File: src/rtl/vc_cleaner.sv
// vc_cleaner: turns a raw VC request vector into a one-hot pick of the lowest-index set VC.
// Latency: 1 cycle (vc_in sampled on an edge shows on the outputs after that edge).
// Backpressure: none; a new result is produced every cycle and held until the next edge.
//
// Ports:
//   clk      - single clock; all state updates on the rising edge
//   rst      - synchronous, active-high reset; clears all outputs and dominates vc_in
//   vc_in    - raw VC request vector; any combination of bits may be set
//   vc_out   - one-hot at the lowest set bit of vc_in, or all zero
//   vc_valid - high when vc_out is non-zero
//   vc_idx   - binary index of the bit set in vc_out; 0 when vc_valid is low
module vc_cleaner #(
  parameter int WIDTH = 8,
  parameter int IDX_W = 3
) (
  input  logic             clk,
  input  logic             rst,
  input  logic [WIDTH-1:0] vc_in,
  output logic [WIDTH-1:0] vc_out,
  output logic             vc_valid,
  output logic [IDX_W-1:0] vc_idx
);

  logic [WIDTH-1:0] pick_dat;
  logic [IDX_W-1:0] pick_idx;
  logic             pick_vld;

  // Isolate the lowest set bit: two's-complement negation flips every bit
  // above the lowest one, so the AND keeps only that bit.
  always_comb begin
    pick_dat = vc_in & (~vc_in + WIDTH'(1));
    pick_vld = |vc_in;
  end

  // Index of the lowest set bit. Scanning from the top down lets the lowest
  // index be the last assignment, giving bit 0 the highest priority. The
  // index stays 0 when nothing is set.
  always_comb begin
    pick_idx = '0;
    for (int i = WIDTH - 1; i >= 0; i--) begin
      if (vc_in[i]) begin
        pick_idx = IDX_W'(i);
      end
    end
  end

  // All three outputs are registered together from the same sampled vc_in,
  // so they are mutually consistent every cycle.
  always_ff @(posedge clk) begin
    if (rst) begin
      vc_out   <= '0;
      vc_valid <= 1'b0;
      vc_idx   <= '0;
    end else begin
      vc_out   <= pick_dat;
      vc_valid <= pick_vld;
      vc_idx   <= pick_idx;
    end
  end

endmodule

File: config.mk
export PLATFORM = sky130hd
export DESIGN_NAME = vc_cleaner
export DESIGN_NICKNAME = d
export VERILOG_FILES = /design/src/rtl/vc_cleaner.sv
export SDC_FILE = /design/constraint.sdc
export NUM_CORES = 1
export LEC_CHECK = 0
export ABC_AREA = 1
export BUFFER_PORTS_ARGS = -buffer_cell sky130_fd_sc_hd__clkbuf_2
export CAP_MARGIN = 10
export CORE_AREA = 5 5 42 44
export DETAILED_ROUTE_END_ITERATION = 6
export DIE_AREA = 0 0 47 49
export SETUP_SLACK_MARGIN = 0.4
export SLEW_MARGIN = 40
export SYNTH_ARGS = -nofsm -noshare
export SYNTH_HDL_FRONTEND = slang
export SYNTH_SLANG_ARGS = --single-unit
File: constraint.sdc
create_clock -name clk -period 0.8 [get_ports clk]
set_input_delay 0.04 -clock clk [delete_from_list [all_inputs] [get_ports clk]]
set_output_delay 0.04 -clock clk [all_outputs]
set_load 0.05 [all_outputs]
==> impl_metrics.json, run 1 <==
{
  "numPortBuffers": 21,
  "drt-pass1-iter-count": 2,
  "die_w_microns": 47,
  "n_antenna_cell": 0,
  "number_of_buffers_on_the_longest_clock_path": 2,
  "grt_antenna_before_repair": 0,
  "grt_pass1_vias": 398,
  "drv_slew": 0,
  "rsz0062_at_grt": "true",
  "area_growth_pct": 93.82,
  "cts_sinks": 12,
  "drive_gt1_share_pct": 68.42,
  "grt_max_degree": 8,
  "count_of_cell_instances_traversed_by_the_critical_path": 1,
  "rows": 14,
  "cp_max_fanout": 1,
  "worstPathArrival_ps": 780,
  "core_sq_um": 1401,
  "antenna_left": 0,
  "clkSlewWorstSetupHoldPaths_ps": 70,
  "post-route-min-period_ps": 820.6,
  "die-area_sq_um": 2303,
  "hp-class": "input port to flip-flop",
  "crit_type": "flip-flop to output port",
  "timing.hold.worst.start": "vc_in[3]",
  "grt_use_total_pct": 9.104,
  "wl_per_cell_microns": 10.26,
  "layout_common_cells": "sky130_fd_sc_hd__dfxtp_4 (12), sky130_fd_sc_hd__clkbuf_2 (8), sky130_fd_sc_hd__nor2_1 (7), sky130_fd_sc_hd__clkbuf_16 (7), sky130_fd_sc_hd__inv_1 (6)",
  "timing.slew.headroom_pct": 86.58,
  "postSynthRegisterBits": 12,
  "timing.critical_path.buf_inv": 1,
  "drt_iter0_markers": 2,
  "grtUsageMet3_pct": 1.476,
  "synth_nets": 60,
  "crit_chain": "clkbuf_16",
  "vias_per_cell": 4.478,
  "timing.hold.worst_path_depth": 3,
  "crit_path_max_incr_delay_ps": 350,
  "cts-htree-levels": 1,
  "fp.dieH_microns": 49,
  "total_leakage_power_uw": 0.0003630,
  "vias": 412,
  "post_route_setup_tns_ps": -89.73,
  "cts.root.buffer_cell": "sky130_fd_sc_hd__clkbuf_4",
  "finalNetCount": 87,
  "tritoncts": "done",
  "yosysTopAreaCell": "sky130_fd_sc_hd__dfxtp_1",
  "cpMaxStageDelayCell": "sky130_fd_sc_hd__dfxtp_4",
  "setup-violations-final": 7,
  "yosys.area.top_type_share_pct": 53.93,
  "finish.utilization_pct": 61.61,
  "fmax_mhz": 1219,
  "area_taken_by_multi_input_logic_gates_sq_um": 188.9,
  "violated_checks": "hold timing, setup timing",
  "synth_warnings": 0,
  "worstSetupStartpointType": "flip-flop",
  "synth_cell_type_count": 13,
  "max_cap_violations": 0,
  "crit_path_end_kind": "output port",
  "grt-ovfl-total": 0,
  "synth-seq-area-share_pct": 53.93,
  "whs_endpoint": "vc_out[3]",
  "tritoncts.num_buffers": 3,
  "drcViolationCount": 0,
  "synth_area_leaders": "sky130_fd_sc_hd__dfxtp_1 (54%), sky130_fd_sc_hd__nor2_1 (7.6%), sky130_fd_sc_hd__nor3_2 (6.7%), sky130_fd_sc_hd__inv_1 (6.7%), sky130_fd_sc_hd__nand2_1 (5.1%)",
  "ir_worst_vdd_mv": 0.9990,
  "post_synthesis_average_cell_area_sq_um": 8.909,
  "grt_first_pass_wirelength_microns": 1518,
  "fillerInstances": 122,
  "gr-usage-met1_pct": 11.28,
  "dpl.hpwl_microns": 734,
  "busiest_layer": "met2",
  "worstPathRequired_ps": 760,
  "worst_slack_ps": -20.58,
  "p_per_area_nw_per_um2": 1392,
  "gp_congestion": 0.8380,
  "i_o_pin_count": 22,
  "initial_utilization_pct": 31.79,
  "hold_ws_ps": -3.902,
  "worst-slew-pin-transition_ps": 200.0,
  "run_status": "complete, but fails checks",
  "grt_use_met2_pct": 14.03,
  "area.sequential_sq_um": 285.3,
  "wirelength_microns": 944,
  "final_common_cell": "sky130_fd_sc_hd__dfxtp_4",
  "critical_path.top_delay_family": "flip-flops",
  "netlist_instances": 50,
  "timing.final.crit_share_pct": 102.6,
  "post_synthesis_instance_area_sq_um": 445.4,
  "report.final.hold_viol_count": 1
}
-- metal layers --
metal  wire (microns)  vias to the layer above  part of all wire (%)
met2              466                       11                    49
met5                0                        -                     0
met3               48                        2                   5.1
li1                 -                      209                     -
met1              414                      190                    44
met4               13                        0                   1.4
-- logic make-up after synthesis --
logic type             synth area share [%]
AOI/OAI and AO/OA                     5.617
buffers and inverters                 6.742
DFF                                   53.93
and+or+nand+nor                       33.71
-- registers in the layout, indices dropped and copies added, names as in the netlist --
name	flops
vc_out	8
vc_idx	3
vc_valid	1
-- stage by stage --
step / instance area [sq um] / setup slack, ps / hold WS (ps) / std cells / power (uW)
floorplan: 499.2 / 310.5 / 101.6 / 50 / 720.2
global placement: 624.3 / 148.2 / 293.4 / 87 / 782.4
detailed placement: 624.3 / 130.2 / 294.4 / 87 / 783.8
CTS: 834.6 / -18.23 / 13.09 / 91 / 1192
global route: 863.3 / -45.67 / 10.12 / 92 / 1260
finish: 863.3 / -20.58 / -3.902 / 92 / 1202
-- how the worst max path moves through the flow --
stage                     slack [ps]  startpoint        end
after floorplan                  310    vc_in[2]   vc_valid
after global placement           150    vc_in[2]   vc_valid
after detailed placement         130    vc_in[2]   vc_valid
after CTS                        -20   vc_out[3]  vc_out[3]
after global routing             -50   vc_out[7]  vc_out[7]
final                            -20   vc_out[7]  vc_out[7]
-- where the power goes --
part | internal [uW] | leakage, uW | switching [uW]
sequential | 584 | 0.000107 | 10.1
combinational | 102 | 0.000241 | 136
clock | 180 | 0.0000154 | 189
total | 867 | 0.000363 | 335
-- what timing repair did --
| item | 4_1_cts | 5_1_grt |
|---|---|---|
| pin swaps | 0 | 2 |
| resized for setup | 31 | 11 |
| hold buffers | 0 | 0 |
| buffers inserted | 0 | 1 |
| setup endpoints to repair | 12 | 14 |
-- layout make-up --
class / count / area share [%]
Clock buffer: 3 / 2.609
Clock inverter: 1 / 0.4348
Inverter: 8 / 3.913
Multi-Input combinational cell: 30 / 21.88
Sequential cell: 12 / 33.04
Tap cell: 16 / 2.319
Timing Repair Buffer: 22 / 35.80
-- synthesized netlist by cell type --
| cell | count |
|---|---|
| sky130_fd_sc_hd__a21oi_1 | 4 |
| sky130_fd_sc_hd__dfxtp_1 | 12 |
| sky130_fd_sc_hd__inv_1 | 8 |
| sky130_fd_sc_hd__nand2_1 | 6 |
| sky130_fd_sc_hd__nand2_2 | 1 |
| sky130_fd_sc_hd__nand3_1 | 1 |
| sky130_fd_sc_hd__nand3_4 | 1 |
| sky130_fd_sc_hd__nand4_1 | 1 |
| sky130_fd_sc_hd__nor2_1 | 9 |
| sky130_fd_sc_hd__nor2_2 | 1 |
| sky130_fd_sc_hd__nor2_4 | 2 |
| sky130_fd_sc_hd__nor3_2 | 3 |
| sky130_fd_sc_hd__o21ai_1 | 1 |
Note: power is estimated with default switching activity, not from simulation.
==> inputs of run 2 (changes only) <==
==> constraint.sdc (replaced) <==
create_clock -name clk -period 0.9 [get_ports clk]
set_input_delay 0.09 -clock clk [delete_from_list [all_inputs] [get_ports clk]]
set_output_delay 0.09 -clock clk [all_outputs]
set_load 0.02 [all_outputs]
==> impl_metrics.json, run 2 (same netlist as run 1, synthesis figures left out) <==
{
  "wl_per_cell_microns": 9.656,
  "worstPathArrival_ps": 710,
  "timing.critical_path.buf_inv": 1,
  "grt_antenna_before_repair": 0,
  "worst_setup_path_endpoint": "vc_out[6]",
  "report.power.total_uw": 1019,
  "p_per_area_nw_per_um2": 1392,
  "rows": 14,
  "power.combinational.fraction_pct": 14.8,
  "drt_iter0_markers": 1,
  "finalNetCount": 86,
  "layout_common_cells": "sky130_fd_sc_hd__buf_8 (12), sky130_fd_sc_hd__dfxtp_2 (12), sky130_fd_sc_hd__nor2_1 (9), sky130_fd_sc_hd__clkbuf_2 (9), sky130_fd_sc_hd__inv_1 (7)",
  "fmax_mhz": 1249,
  "cts_post_setup_buffers_inserted": 0,
  "grt_max_degree": 7,
  "i_o_pin_count": 22,
  "grt-ovfl-total": 0,
  "seq_power_share_pct": 54.6,
  "numPortBuffers": 21,
  "regMostFlops": "vc_out",
  "setup-violations-final": 0,
  "rsz0062_at_grt": "true",
  "internal-power_uw": 772.0,
  "wirelength_microns": 869,
  "worst-slew-pin-transition_ps": 141.2,
  "dpl.hpwl_microns": 710.3,
  "critical_path.top_delay_family": "flip-flops",
  "netSwitchingFraction_pct": 24.23,
  "grt_pass1_vias": 415,
  "worstSetupStartpoint": "vc_out[6]",
  "n_antenna_cell": 0,
  "cts-htree-levels": 1,
  "number_of_buffers_on_the_longest_clock_path": 2,
  "total_leakage_power_uw": 0.0003253,
  "grt_use_total_pct": 9.040,
  "post_route_setup_tns_ps": 0,
  "worstPathRequired_ps": 810,
  "die_w_microns": 47,
  "crit_path_max_incr_delay_ps": 320,
  "area_growth_pct": 64.33,
  "fp.dieH_microns": 49,
  "run_status": "completed",
  "timing.final.crit_share_pct": 88.97,
  "cpMaxStageDelayCell": "sky130_fd_sc_hd__dfxtp_2",
  "crit_path_end_kind": "output port",
  "cp_max_fanout": 1,
  "post-route-min-period_ps": 800.8,
  "drive_gt1_share_pct": 60.81,
  "vias": 391,
  "ir_worst_vdd_mv": 0.8481,
  "drt-pass1-iter-count": 4,
  "drv_slew": 0,
  "switchingPower_uw": 246.8,
  "max_cap_violations": 0,
  "hp-class": "input port to flip-flop",
  "tritoncts": "done",
  "timing.slew.headroom_pct": 90.55,
  "count_of_cell_instances_traversed_by_the_critical_path": 1,
  "report.final.hold_viol_count": 0,
  "tritoncts.num_buffers": 3,
  "cts.root.buffer_cell": "sky130_fd_sc_hd__clkbuf_4",
  "crit_type": "flip-flop to output port",
  "crit_chain": "buf_8",
  "grt_first_pass_wirelength_microns": 1518,
  "drcViolationCount": 0,
  "clkSlewWorstSetupHoldPaths_ps": 60,
  "largest_register_ff_count": 8,
  "p_clk_share_pct": 30.6,
  "cts_sinks": 12,
  "initial_utilization_pct": 31.79,
  "vias_per_cell": 4.344,
  "antenna_left": 0,
  "core_sq_um": 1401,
  "largest_registers": "vc_out: 8 flops, vc_idx: 3 flops, vc_valid: 1 flops",
  "gp_congestion": 0.8158,
  "die-area_sq_um": 2303,
  "cts.hold.buffers_added": 0,
  "worstSetupStartpointType": "flip-flop"
}
run 2: changes by cell type in the layout (fill, tap and decap cells not counted), sizes merged:
cell / delta
clkbuf: -6
buf: +5
clkinv: -1
run 2: power groups by stage:
stage | Clock (uW) | Sequential (uW) | Combinational [uW]
detailed placement | 0 | 561 | 126
global placement | 0 | 560 | 125
finish | 311 | 557 | 151
CTS | 317 | 553 | 147
global route | 346 | 558 | 166
floorplan | 0 | 580 | 50.4
run 2: worst min path at each step:
stage	start	to	slack [ps]	cells after the start
2_1_floorplan	rst	vc_out[4]	160	1
3_3_place_gp	rst	vc_valid	340	2
3_5_place_dp	rst	vc_out[4]	340	2
4_1_cts	rst	vc_out[4]	50	2
5_1_grt	rst	vc_out[4]	60	2
6_report	rst	vc_out[4]	50	2
run 2: final cells by class:
cell class                      instances  area [sq um]
Multi-Input combinational cell         30         175.2
Tap cell                               16         20.02
Fill cell                             138         669.4
Sequential cell                        12         255.2
Timing Repair Buffer                   21         225.2
Clock buffer                            3         22.52
Inverter                                8         33.78
run 2: through the flow:
stage,cell area [sq um],hold slack (ps),utilization [%],setup slack [ps],std cells
2_1_floorplan,449.2,160.9,-,360.5,50
3_3_place_gp,574.3,337.0,40.98,199.5,87
3_5_place_dp,574.3,339.9,40.98,177.7,87
4_1_cts,716.9,53.38,51.16,83.47,90
5_1_grt,732.0,57.21,52.23,75.96,90
6_report,732.0,51.17,52.23,99.23,90
run 2: timing repair:
| item | 4_1_cts | 5_1_grt |
|---|---|---|
| gates resized for setup | 36 | 12 |
| setup endpoints to repair | 12 | 12 |
| pin swaps | 0 | 0 |
run 2: layer usage:
layer  GRT usage [%]  part of all wire [%]  wire length [microns]  vias to the layer above
li1                -                     -                      -                      202
met5               0                     0                      0                        -
met1           10.42                    42                    367                      171
met3           2.952                   8.5                     74                        4
met2           13.12                    46                    402                       14
met4           6.912                   2.9                     25                        0
==> inputs of run 3 (changes only) <==
--- a/config.mk
+++ b/config.mk
@@ -11,6 +11,7 @@
 export CORE_AREA = 5 5 42 44
 export DETAILED_ROUTE_END_ITERATION = 6
 export DIE_AREA = 0 0 47 49
+export PLACE_DENSITY_LB_ADDON = 0.12
 export SETUP_SLACK_MARGIN = 0.4
 export SLEW_MARGIN = 40
 export SYNTH_ARGS = -nofsm -noshare
==> impl_metrics.json, run 3 (same netlist as run 1, synthesis figures left out) <==
{
  "run_status": "completed",
  "tritoncts.num_buffers": 3,
  "antenna_left": 0,
  "post_route_setup_tns_ps": 0,
  "report.final.hold_viol_count": 0,
  "gp_congestion": 0.6801,
  "worstPathArrival_ps": 720,
  "dpl.hpwl_microns": 741.8,
  "grt_antenna_before_repair": 0,
  "drcViolationCount": 0,
  "timing.hold.worst.start": "rst",
  "grt-ovfl-total": 0,
  "grt_use_total_pct": 10.75,
  "wl_per_cell_microns": 9.956,
  "p_per_area_nw_per_um2": 1507,
  "final_cell_count_no_fill": 91,
  "ir_worst_vdd_mv": 0.9343,
  "largest_registers": "vc_out: 8 flops, vc_idx: 3 flops, vc_valid: 1 flops",
  "crit_path_max_incr_delay_ps": 330,
  "whs_endpoint": "vc_valid",
  "cpMaxStageDelayCell": "sky130_fd_sc_hd__dfxtp_2",
  "total_leakage_power_uw": 0.0003325,
  "timing.critical_path.buf_inv": 1,
  "core_sq_um": 1401,
  "timing.slew.headroom_pct": 90.14,
  "finalNetCount": 86,
  "i_o_pin_count": 22,
  "largest_register_ff_count": 8,
  "area_growth_pct": 67.42,
  "grt_max_degree": 8,
  "drt-pass1-iter-count": 1,
  "cp_max_fanout": 1,
  "vias_per_cell": 4.275,
  "crit_type": "flip-flop to output port",
  "hp-class": "input port to flip-flop",
  "vias": 389,
  "drive_gt1_share_pct": 61.33,
  "tritoncts": "done",
  "n_antenna_cell": 0,
  "numPortBuffers": 21,
  "cts.root.buffer_cell": "sky130_fd_sc_hd__clkbuf_4",
  "crit_chain": "buf_8",
  "placedCellCount": 87,
  "setup-violations-final": 0,
  "critical_path.top_delay_family": "flip-flops",
  "worst_slack_ps": 94.16,
  "worstPathRequired_ps": 810,
  "layout_common_cells": "sky130_fd_sc_hd__buf_8 (12), sky130_fd_sc_hd__dfxtp_2 (12), sky130_fd_sc_hd__nor2_1 (9), sky130_fd_sc_hd__clkbuf_2 (9), sky130_fd_sc_hd__inv_1 (7)",
  "initial_utilization_pct": 31.79,
  "grt_pass1_vias": 414,
  "grt_first_pass_wirelength_microns": 1697,
  "crit_path_end_kind": "output port",
  "die_w_microns": 47,
  "cts_sinks": 12,
  "cts_post_setup_buffers_inserted": 0,
  "timing.final.crit_share_pct": 89.54,
  "number_of_buffers_on_the_longest_clock_path": 2,
  "drt_iter0_markers": 0,
  "pre_cts_slack_ps": 187.7,
  "post-route-min-period_ps": 805.8,
  "wirelength_microns": 906,
  "cts-htree-levels": 1,
  "die-area_sq_um": 2303,
  "timing.hold.worst_path_depth": 2,
  "worst-slew-pin-transition_ps": 147.3,
  "worstSetupStartpointType": "flip-flop",
  "rows": 14,
  "rsz0062_at_grt": "true",
  "fmax_mhz": 1241,
  "regMostFlops": "vc_out",
  "clkSlewWorstSetupHoldPaths_ps": 70,
  "max_cap_violations": 0,
  "drv_slew": 0,
  "fp.dieH_microns": 49
}
-- run 3: cell count changes in the layout (fill, tap and decap cells not counted), sizes merged --
cell | before | now
clkbuf | 12 | 13
-- run 3: metrics by stage --
stage          hold WS [ps]  area, sq um  utilization [%]  power [uW]
5_1_grt               53.36        745.7            53.21        1189
3_5_place_dp          345.7        574.3            40.98       687.4
2_1_floorplan         160.9        449.2                -       630.1
4_1_cts               40.98        729.5            52.05        1143
3_3_place_gp          343.5        574.3            40.98       687.1
6_report              50.99        745.7            53.21        1124
-- run 3: worst max-delay path by stage --
stage / start / endpoint / depth (start not counted)
6_report: vc_out[3] / vc_out[3] / 1
5_1_grt: vc_out[3] / vc_out[3] / 1
4_1_cts: vc_idx[0] / vc_idx[0] / 1
3_5_place_dp: vc_in[2] / vc_valid / 5
3_3_place_gp: vc_in[2] / vc_valid / 5
2_1_floorplan: vc_in[2] / vc_valid / 4
-- run 3: area by class of cell --
type / count / area [sq um]
Tap cell: 16 / 20.02
Fill cell: 148 / 655.6
Inverter: 8 / 33.78
Multi-Input combinational cell: 30 / 175.2
Clock buffer: 4 / 36.28
Timing Repair Buffer: 21 / 225.2
Sequential cell: 12 / 255.2
-- run 3: report_power, final --
group	leakage (uW)	internal (uW)	total [uW]	switching (uW)
clock	0.0000210	246	416	170
sequential	0.000103	548	556	8.64
combinational	0.000209	69.1	151	82.3
-- run 3: repair_timing --
item | CTS | global route
hold buffers | 0 | 0
setup endpoints to repair | 12 | 12
resized for setup | 35 | 13
-- run 3: routing by layer --
| layer | vias up | global-route usage (%) | part of all wire, % |
|---|---|---|---|
| met4 | 0 | 8.295 | 3.2 |
| met2 | 15 | 15.16 | 49 |
| met5 | - | 0 | 0 |
| li1 | 204 | - | - |
| met1 | 166 | 11.14 | 38 |
| met3 | 4 | 6.273 | 9.7 |
